$ cat src/rtl/uart_pkg.sv
// uart_pkg: shared types and constants for the memory-mapped UART.
//   - tx_state_t / rx_state_t : frame FSM state encodings
//   - DEFAULT_* constants     : default clock, line rate and FIFO depth
//   - calc_div()              : clocks per 16x oversample tick, rounded
package uart_pkg;

  localparam int DEFAULT_CLK_FREQ   = 100_000_000;
  localparam int DEFAULT_BAUD       = 9600;
  localparam int DEFAULT_FIFO_DEPTH = 16;
  localparam int OVERSAMPLE         = 16;

  typedef enum logic [1:0] {TX_IDLE, TX_START, TX_DATA, TX_STOP} tx_state_t;
  typedef enum logic [1:0] {RX_IDLE, RX_START, RX_DATA, RX_STOP} rx_state_t;

  // round(clk_freq / (baud * 16)); never below one clock per tick
  function automatic int calc_div(input int clk_freq, input int baud);
    int d;
    d = (clk_freq + baud * (OVERSAMPLE / 2)) / (baud * OVERSAMPLE);
    return (d < 1) ? 1 : d;
  endfunction

endpackage

$ cat src/rtl/uart_fifo.sv
// uart_fifo: synchronous first-word-fall-through FIFO.
//   clk, rst      : clock, synchronous active-high reset
//   push, din     : write strobe and data (ignored when full unless popping)
//   pop           : read strobe (ignored when empty)
//   dout          : registered head of queue, 0 when empty
//   empty, full   : registered occupancy flags
module uart_fifo #(
  parameter int WIDTH = 8,
  parameter int DEPTH = 16
) (
  input  logic             clk,
  input  logic             rst,
  input  logic             push,
  input  logic [WIDTH-1:0] din,
  input  logic             pop,
  output logic [WIDTH-1:0] dout,
  output logic             empty,
  output logic             full
);

  localparam int AW = $clog2(DEPTH);

  logic [WIDTH-1:0] mem [DEPTH];
  logic [AW-1:0]    wr_ptr_reg, wr_ptr_next;
  logic [AW-1:0]    rd_ptr_reg, rd_ptr_next;
  logic [AW:0]      count_reg, count_next;
  logic [WIDTH-1:0] dout_reg, dout_next;
  logic             empty_reg, full_reg;
  logic             push_ok, pop_ok;

  assign pop_ok  = pop && !empty_reg;
  // a full FIFO still accepts a write when the same cycle frees a slot
  assign push_ok = push && (!full_reg || pop_ok);

  always_comb begin
    wr_ptr_next = push_ok ? wr_ptr_reg + 1'b1 : wr_ptr_reg;
    rd_ptr_next = pop_ok  ? rd_ptr_reg + 1'b1 : rd_ptr_reg;
    count_next  = count_reg + (AW+1)'(push_ok) - (AW+1)'(pop_ok);
    // Head is fetched one edge early so dout and the flags change together.
    // When the entry written now becomes the only entry it is not in the
    // array yet, so it is forwarded straight from din.
    if (count_next == '0)
      dout_next = '0;
    else if (push_ok && (count_reg == '0 || (count_reg == (AW+1)'(1) && pop_ok)))
      dout_next = din;
    else
      dout_next = mem[rd_ptr_next];
  end

  always_ff @(posedge clk) begin
    if (push_ok)
      mem[wr_ptr_reg] <= din;
  end

  always_ff @(posedge clk) begin
    if (rst) begin
      wr_ptr_reg <= '0;
      rd_ptr_reg <= '0;
      count_reg  <= '0;
      dout_reg   <= '0;
      empty_reg  <= 1'b1;
      full_reg   <= 1'b0;
    end else begin
      wr_ptr_reg <= wr_ptr_next;
      rd_ptr_reg <= rd_ptr_next;
      count_reg  <= count_next;
      dout_reg   <= dout_next;
      empty_reg  <= (count_next == '0);
      full_reg   <= (count_next == (AW+1)'(DEPTH));
    end
  end

  assign dout  = dout_reg;
  assign empty = empty_reg;
  assign full  = full_reg;

endmodule

$ cat src/rtl/mmio_uart.sv
// mmio_uart: memory-mapped 8N1 UART with TX and RX FIFOs.
//   clk, Rst         : system clock, synchronous active-high reset
//   tx_wen, uart_din : write strobe (acts on rising edge) and byte to send
//   rx_ren           : read strobe (acts on rising edge), pops RX head
//   uart_dout        : RX head, 0x00 when empty
//   rx_data_present  : RX FIFO not empty
//   tx_full          : TX FIFO full
//   rx_overrun       : sticky, a received byte was dropped
//   uart_rxd         : asynchronous serial input
//   uart_txd         : serial output, idles high
module mmio_uart
  import uart_pkg::*;
#(
  parameter int CLK_FREQ   = DEFAULT_CLK_FREQ,
  parameter int BAUD       = DEFAULT_BAUD,
  parameter int FIFO_DEPTH = DEFAULT_FIFO_DEPTH
) (
  input  logic       clk,
  input  logic       Rst,
  input  logic       tx_wen,
  input  logic [7:0] uart_din,
  input  logic       rx_ren,
  output logic [7:0] uart_dout,
  output logic       rx_data_present,
  output logic       tx_full,
  output logic       rx_overrun,
  input  logic       uart_rxd,
  output logic       uart_txd
);

  localparam int DIV = calc_div(CLK_FREQ, BAUD);
  localparam int CW  = (DIV > 1) ? $clog2(DIV) : 1;

  // strobe edge detect and oversample tick
  logic          tx_wen_q_reg, rx_ren_q_reg;
  logic          tx_push, rx_pop;
  logic [CW-1:0] baud_cnt_reg;
  logic          tick;

  assign tx_push = tx_wen && !tx_wen_q_reg;
  assign rx_pop  = rx_ren && !rx_ren_q_reg;
  assign tick    = (baud_cnt_reg == CW'(DIV - 1));

  always_ff @(posedge clk) begin
    if (Rst) begin
      tx_wen_q_reg <= 1'b0;
      rx_ren_q_reg <= 1'b0;
      baud_cnt_reg <= '0;
    end else begin
      tx_wen_q_reg <= tx_wen;
      rx_ren_q_reg <= rx_ren;
      baud_cnt_reg <= tick ? '0 : baud_cnt_reg + 1'b1;
    end
  end

  // FIFOs
  logic [7:0] tx_head;
  logic       tx_empty, tx_pop;
  logic       rx_push, rx_empty, rx_full;
  logic [7:0] rx_shift_reg, rx_shift_next;

  uart_fifo #(.WIDTH(8), .DEPTH(FIFO_DEPTH)) u_tx_fifo (
    .clk(clk), .rst(Rst), .push(tx_push), .din(uart_din), .pop(tx_pop),
    .dout(tx_head), .empty(tx_empty), .full(tx_full)
  );

  uart_fifo #(.WIDTH(8), .DEPTH(FIFO_DEPTH)) u_rx_fifo (
    .clk(clk), .rst(Rst), .push(rx_push), .din(rx_shift_reg), .pop(rx_pop),
    .dout(uart_dout), .empty(rx_empty), .full(rx_full)
  );

  assign rx_data_present = !rx_empty;

  // transmitter
  tx_state_t  tx_state_reg, tx_state_next;
  logic [3:0] tx_tick_reg, tx_tick_next;
  logic [2:0] tx_bit_reg, tx_bit_next;
  logic [7:0] tx_shift_reg, tx_shift_next;

  always_ff @(posedge clk) begin
    if (Rst) begin
      tx_state_reg <= TX_IDLE;
      tx_tick_reg  <= '0;
      tx_bit_reg   <= '0;
      tx_shift_reg <= '0;
    end else begin
      tx_state_reg <= tx_state_next;
      tx_tick_reg  <= tx_tick_next;
      tx_bit_reg   <= tx_bit_next;
      tx_shift_reg <= tx_shift_next;
    end
  end

  always_comb begin
    tx_state_next = tx_state_reg;
    tx_tick_next  = tx_tick_reg;
    tx_bit_next   = tx_bit_reg;
    tx_shift_next = tx_shift_reg;
    tx_pop        = 1'b0;
    uart_txd      = 1'b1;
    case (tx_state_reg)
      TX_IDLE: begin
        if (tick && !tx_empty) begin
          tx_pop        = 1'b1;
          tx_shift_next = tx_head;
          tx_tick_next  = '0;
          tx_state_next = TX_START;
        end
      end
      TX_START: begin
        uart_txd = 1'b0;
        if (tick) begin
          tx_tick_next = tx_tick_reg + 4'd1;
          if (tx_tick_reg == 4'd15) begin
            tx_bit_next   = '0;
            tx_state_next = TX_DATA;
          end
        end
      end
      TX_DATA: begin
        uart_txd = tx_shift_reg[0];
        if (tick) begin
          tx_tick_next = tx_tick_reg + 4'd1;
          if (tx_tick_reg == 4'd15) begin
            tx_shift_next = {1'b0, tx_shift_reg[7:1]};
            tx_bit_next   = tx_bit_reg + 3'd1;
            if (tx_bit_reg == 3'd7)
              tx_state_next = TX_STOP;
          end
        end
      end
      TX_STOP: begin
        if (tick) begin
          tx_tick_next = tx_tick_reg + 4'd1;
          if (tx_tick_reg == 4'd15) begin
            // back-to-back frames skip IDLE to keep the line saturated
            if (!tx_empty) begin
              tx_pop        = 1'b1;
              tx_shift_next = tx_head;
              tx_state_next = TX_START;
            end else begin
              tx_state_next = TX_IDLE;
            end
          end
        end
      end
      default: tx_state_next = TX_IDLE;
    endcase
  end

  // receiver
  rx_state_t  rx_state_reg, rx_state_next;
  logic [3:0] rx_tick_reg, rx_tick_next;
  logic [2:0] rx_bit_reg, rx_bit_next;
  logic       rx_wait_high_reg, rx_wait_high_next;
  logic [1:0] rxd_sync_reg;
  logic       rx_s;
  logic       rx_overrun_reg;

  assign rx_s       = rxd_sync_reg[1];
  assign rx_overrun = rx_overrun_reg;

  always_ff @(posedge clk) begin
    if (Rst) begin
      rxd_sync_reg     <= 2'b11;
      rx_state_reg     <= RX_IDLE;
      rx_tick_reg      <= '0;
      rx_bit_reg       <= '0;
      rx_shift_reg     <= '0;
      rx_wait_high_reg <= 1'b0;
      rx_overrun_reg   <= 1'b0;
    end else begin
      rxd_sync_reg     <= {rxd_sync_reg[0], uart_rxd};
      rx_state_reg     <= rx_state_next;
      rx_tick_reg      <= rx_tick_next;
      rx_bit_reg       <= rx_bit_next;
      rx_shift_reg     <= rx_shift_next;
      rx_wait_high_reg <= rx_wait_high_next;
      // the FIFO itself drops the byte; here we only remember that it did
      if (rx_push && rx_full && !rx_pop)
        rx_overrun_reg <= 1'b1;
    end
  end

  always_comb begin
    rx_state_next     = rx_state_reg;
    rx_tick_next      = rx_tick_reg;
    rx_bit_next       = rx_bit_reg;
    rx_shift_next     = rx_shift_reg;
    rx_wait_high_next = rx_wait_high_reg;
    rx_push           = 1'b0;
    case (rx_state_reg)
      RX_IDLE: begin
        // after a framing error the line may still be low; do not treat
        // that as a new start bit
        if (rx_wait_high_reg) begin
          if (rx_s)
            rx_wait_high_next = 1'b0;
        end else if (!rx_s) begin
          rx_tick_next  = '0;
          rx_state_next = RX_START;
        end
      end
      RX_START: begin
        // 8 ticks lands mid start bit; from here every 16 ticks is mid-bit
        if (tick) begin
          rx_tick_next = rx_tick_reg + 4'd1;
          if (rx_tick_reg == 4'd7) begin
            if (rx_s) begin
              rx_state_next = RX_IDLE;
            end else begin
              rx_tick_next  = '0;
              rx_bit_next   = '0;
              rx_state_next = RX_DATA;
            end
          end
        end
      end
      RX_DATA: begin
        if (tick) begin
          rx_tick_next = rx_tick_reg + 4'd1;
          if (rx_tick_reg == 4'd15) begin
            rx_shift_next = {rx_s, rx_shift_reg[7:1]};
            rx_bit_next   = rx_bit_reg + 3'd1;
            if (rx_bit_reg == 3'd7)
              rx_state_next = RX_STOP;
          end
        end
      end
      RX_STOP: begin
        if (tick) begin
          rx_tick_next = rx_tick_reg + 4'd1;
          if (rx_tick_reg == 4'd15) begin
            rx_state_next = RX_IDLE;
            if (rx_s)
              rx_push = 1'b1;
            else
              rx_wait_high_next = 1'b1;
          end
        end
      end
      default: rx_state_next = RX_IDLE;
    endcase
  end

endmodule

$ cat config.mk
export PLATFORM = sky130hd
export DESIGN_NAME = mmio_uart
export DESIGN_NICKNAME = d
export VERILOG_FILES = /design/src/rtl/uart_pkg.sv /design/src/rtl/uart_fifo.sv /design/src/rtl/mmio_uart.sv
export SDC_FILE = /design/constraint.sdc
export NUM_CORES = 1
export LEC_CHECK = 0
export CORE_AREA = 2 2 192 194
export DETAILED_ROUTE_END_ITERATION = 10
export DIE_AREA = 0 0 194 196
export PLACE_DENSITY = 0.65
export SKIP_CTS_REPAIR_TIMING = 1
export SYNTH_ARGS = -nofsm -noshare
export SYNTH_HDL_FRONTEND = slang
export SYNTH_SLANG_ARGS = --single-unit
$ cat constraint.sdc
create_clock -name clk -period 3.5 [get_ports clk]
set_input_delay 0.7 -clock clk [delete_from_list [all_inputs] [get_ports clk]]
set_output_delay 0.7 -clock clk [all_outputs]
set_load 0.01 [all_outputs]
==> results.py <==
metrics = {
    "synth": {
        "yosysTopAreaCell": "edfxtp_1",
        "ys_seq_elements": 352,
        "synthTopCellsByCount": "edfxtp_1 (256), nor2_1 (104), dfxtp_1 (96)",
        "synth_largest_type_area_fraction_pct": 53.9,
        "synth-async-reset-ratio_pct": 0,
        "ys_dominant_reg_cell": "edfxtp_1",
        "syn_area_per_cell_um2": 15.7,
        "netlist_instances": 907,
        "syn-num-nets": 957,
        "ys_seq_area_share_pct": 67.4,
        "syn_area_um2": 14200,
        "synth-edff-count": 256,
        "synthMostInstantiatedCell": "edfxtp_1",
        "synth.area.top_cells": "edfxtp_1 (54%), dfxtp_1 (13%), mux4_2 (10%)",
        "post_synth_num_cell_types": 58,
        "yosysWarnings": 0,
    },
    "route": {
        "drt_iter0_drc": 433,
        "vias_per_cell": 5.11,
        "vias": 7725,
        "routed_wl_um": 28000,
        "ant_nets": 0,
        "wl_per_cell_um": 18.5,
        "firstDrtPassIters": 8,
        "drc": 0,
    },
    "sta": {
        "worst_clock_skew_ns": 0.0163,
        "drv_slew": 0,
        "final.period_utilization_pct": 95.3,
        "max_slew.worst_pin.slew_ns": 0.742,
        "fmax_mhz": 300,
        "hold_viol": 0,
        "max-slew-margin-rel_pct": 50.4,
        "setup_viol_count_final": 0,
        "finalHoldWorstSlack_ns": 0.412,
        "setup_slack_ns": 0.164,
        "rsz0062_at_grt": "yes",
        "period_minus_slack_ns": 3.34,
    },
    "grt": {
        "first_global_vias": 8021,
        "gr-total-overflow": 0,
        "grt_usage_pct": 14.9,
        "antenna_found_initial": 0,
        "grt_pass1_wl_um": 44600,
        "grt_max_degree": 34,
    },
    "worst_setup_path": {
        "cp-end-kind": "flip-flop",
        "crit_type": "reg2reg",
        "cp_data_required_time_ns": 3.91,
        "cp_max_fo": 8,
        "reg2reg_slack_ns": 0.16,
        "cp-start-kind": "flip-flop",
        "worstPathArrival_ns": 3.74,
    },
    "layout": {
        "nets": 1067,
        "syn_to_final_growth_pct": 19.5,
        "fin_util_pct": 47.2,
        "n_antenna_cell": 0,
        "drive_gt1_share_pct": 23.3,
    },
    "pwr": {
        "p_per_area_nw_per_um2": 613,
        "peakVddDrop_v": 0.000440,
        "power_leakage_nw": 5.96,
        "power_mw": 10.4,
    },
    "cts": {
        "cts_sinks": 352,
        "worstSkewPairLatency_ns": 0.53,
        "cts_tree": "done",
        "numCtsBuffers": 38,
        "cts_root_buf": "clkbuf_16",
        "clk_pin_slew_ns": 0.06,
        "cts_max_level": 2,
        "cts_buffer_depth": 3,
    },
    "place": {
        "io_buffers": 24,
        "hpwl_um": 17900,
        "place_worst_setup_slack_ns": -0.493,
        "place_congestion": 0.812,
    },
    "floorplanning": {
        "core-area_um2": 36100,
        "die_w_um": 194,
        "dieArea_um2": 38000,
        "initial_core_util_pct": 39.5,
        "rows": 70,
        "ios": 25,
        "chipHeight_um": 196,
    },
    "status": {
        "outcome": "finished clean",
    },
    "min_path": {
        "hold_path_class": "reg2reg",
    },
    "run": {
        "maxCapViolCount": 0,
    },
}
==> final timing paths <==
| kind | start | endpoint | depth (start not counted) |
|---|---|---|---|
| max | baud_cnt_reg[0]$_SDFF_PP0_ | u_tx_fifo.dout[3]$_SDFF_PP0_ | 19 |
| min | rxd_sync_reg[0]$_SDFF_PP1_ | rxd_sync_reg[1]$_SDFF_PP1_ | 1 |
| max reg2reg | baud_cnt_reg[0]$_SDFF_PP0_ | u_tx_fifo.dout[3]$_SDFF_PP0_ | 19 |
| min reg2reg | rxd_sync_reg[0]$_SDFF_PP1_ | rxd_sync_reg[1]$_SDFF_PP1_ | 1 |
==> area by class of cell <==
type                            count  area (um2)
Clock buffer                       49        1020
Inverter                           29         110
Timing Repair Buffer              104         923
Tap cell                          468         586
Clock inverter                     18         156
Fill cell                        3104       19100
Sequential cell                   352        9610
Multi-Input combinational cell    492        4620
==> critical path, stage by stage (launching register included) <==
cell and delay, ns:
dfxtp_2 0.32, inv_1 0.04, ha_1 0.17, and4bb_2 0.25, and3_4 0.20, nand2_4 0.06, clkinv_2 0.07, ha_4 0.23
inv_1 0.05, ha_2 0.17, inv_1 0.05, fa_2 0.35, nand2b_4 0.16, a21oi_4 0.16, xnor2_2 0.14, a41o_4 0.32
nor3_4 0.07, buf_12 0.16, a22oi_1 0.17, nand3_1 0.09
==> per-stage QoR <==
step,instance area [um2],std cells,TNS (ns)
CTS,16800,1507,-2.46
detailed placement,15600,1440,-5.26
finish,17000,1512,0
global placement,15600,1440,-3.40
floorplan,14300,907,0
global route,17000,1512,-0.0902
==> kinds of logic (layout without fill, tap and decap cells) <==
logic type | Yosys count | count (layout) | share of synthesized area [%]
flip-flops | 352 | 352 | 67.4
AO/OA/AOI/OAI | 88 | 88 | 4.31
adder cells (fa/ha/maj) | 37 | 37 | 3.35
multiplexers | 112 | 112 | 13.5
AND/OR/NAND/NOR | 228 | 228 | 7.51
buffers and inverters | 63 | 200 | 2.00
XOR/XNOR | 27 | 27 | 1.90
==> report_power, final <==
part / internal, mW / leakage, nW / switching, mW / total, mW
clock: 2.22 / 0.576 / 1.58 / 3.80
combinational: 0.983 / 2.26 / 0.903 / 1.89
sequential: 4.65 / 3.12 / 0.108 / 4.76
==> placed cells by master (no fill, tap or decap), types with 3 or more instances in the layout <==
cell and instances:
xnor2_1 10, mux2i_1 46, o21ai_0 10, clkbuf_16 39, clkbuf_1 9, nand2b_1 9, a22o_1 8, xor2_1 12
inv_1 28, ha_1 32, edfxtp_1 256, clkinv_1 7, mux4_2 64, a22oi_1 11, buf_12 7, a211oi_1 7
nand3_1 18, nor2b_1 11, buf_4 73, dfxtp_1 93, nor3_1 16, dfxtp_2 3, clkinv_2 6, a21o_1 3
and3_1 3, o21a_1 3, nor2_1 102, a22oi_2 9, a21oi_1 17, clkdlybuf4s50_1 23, nor3_4 5, nand4_1 4
nand2_1 32
==> routing by layer <==
layer	vias to the layer above	global-route usage, %	part of all wire (%)
met5	-	0	0
met4	0	4.52	2.2
met3	48	2.37	3.8
met2	140	25.7	50
met1	3858	19.4	44
li1	3679	-	-
(Power assumes the default switching activity.)
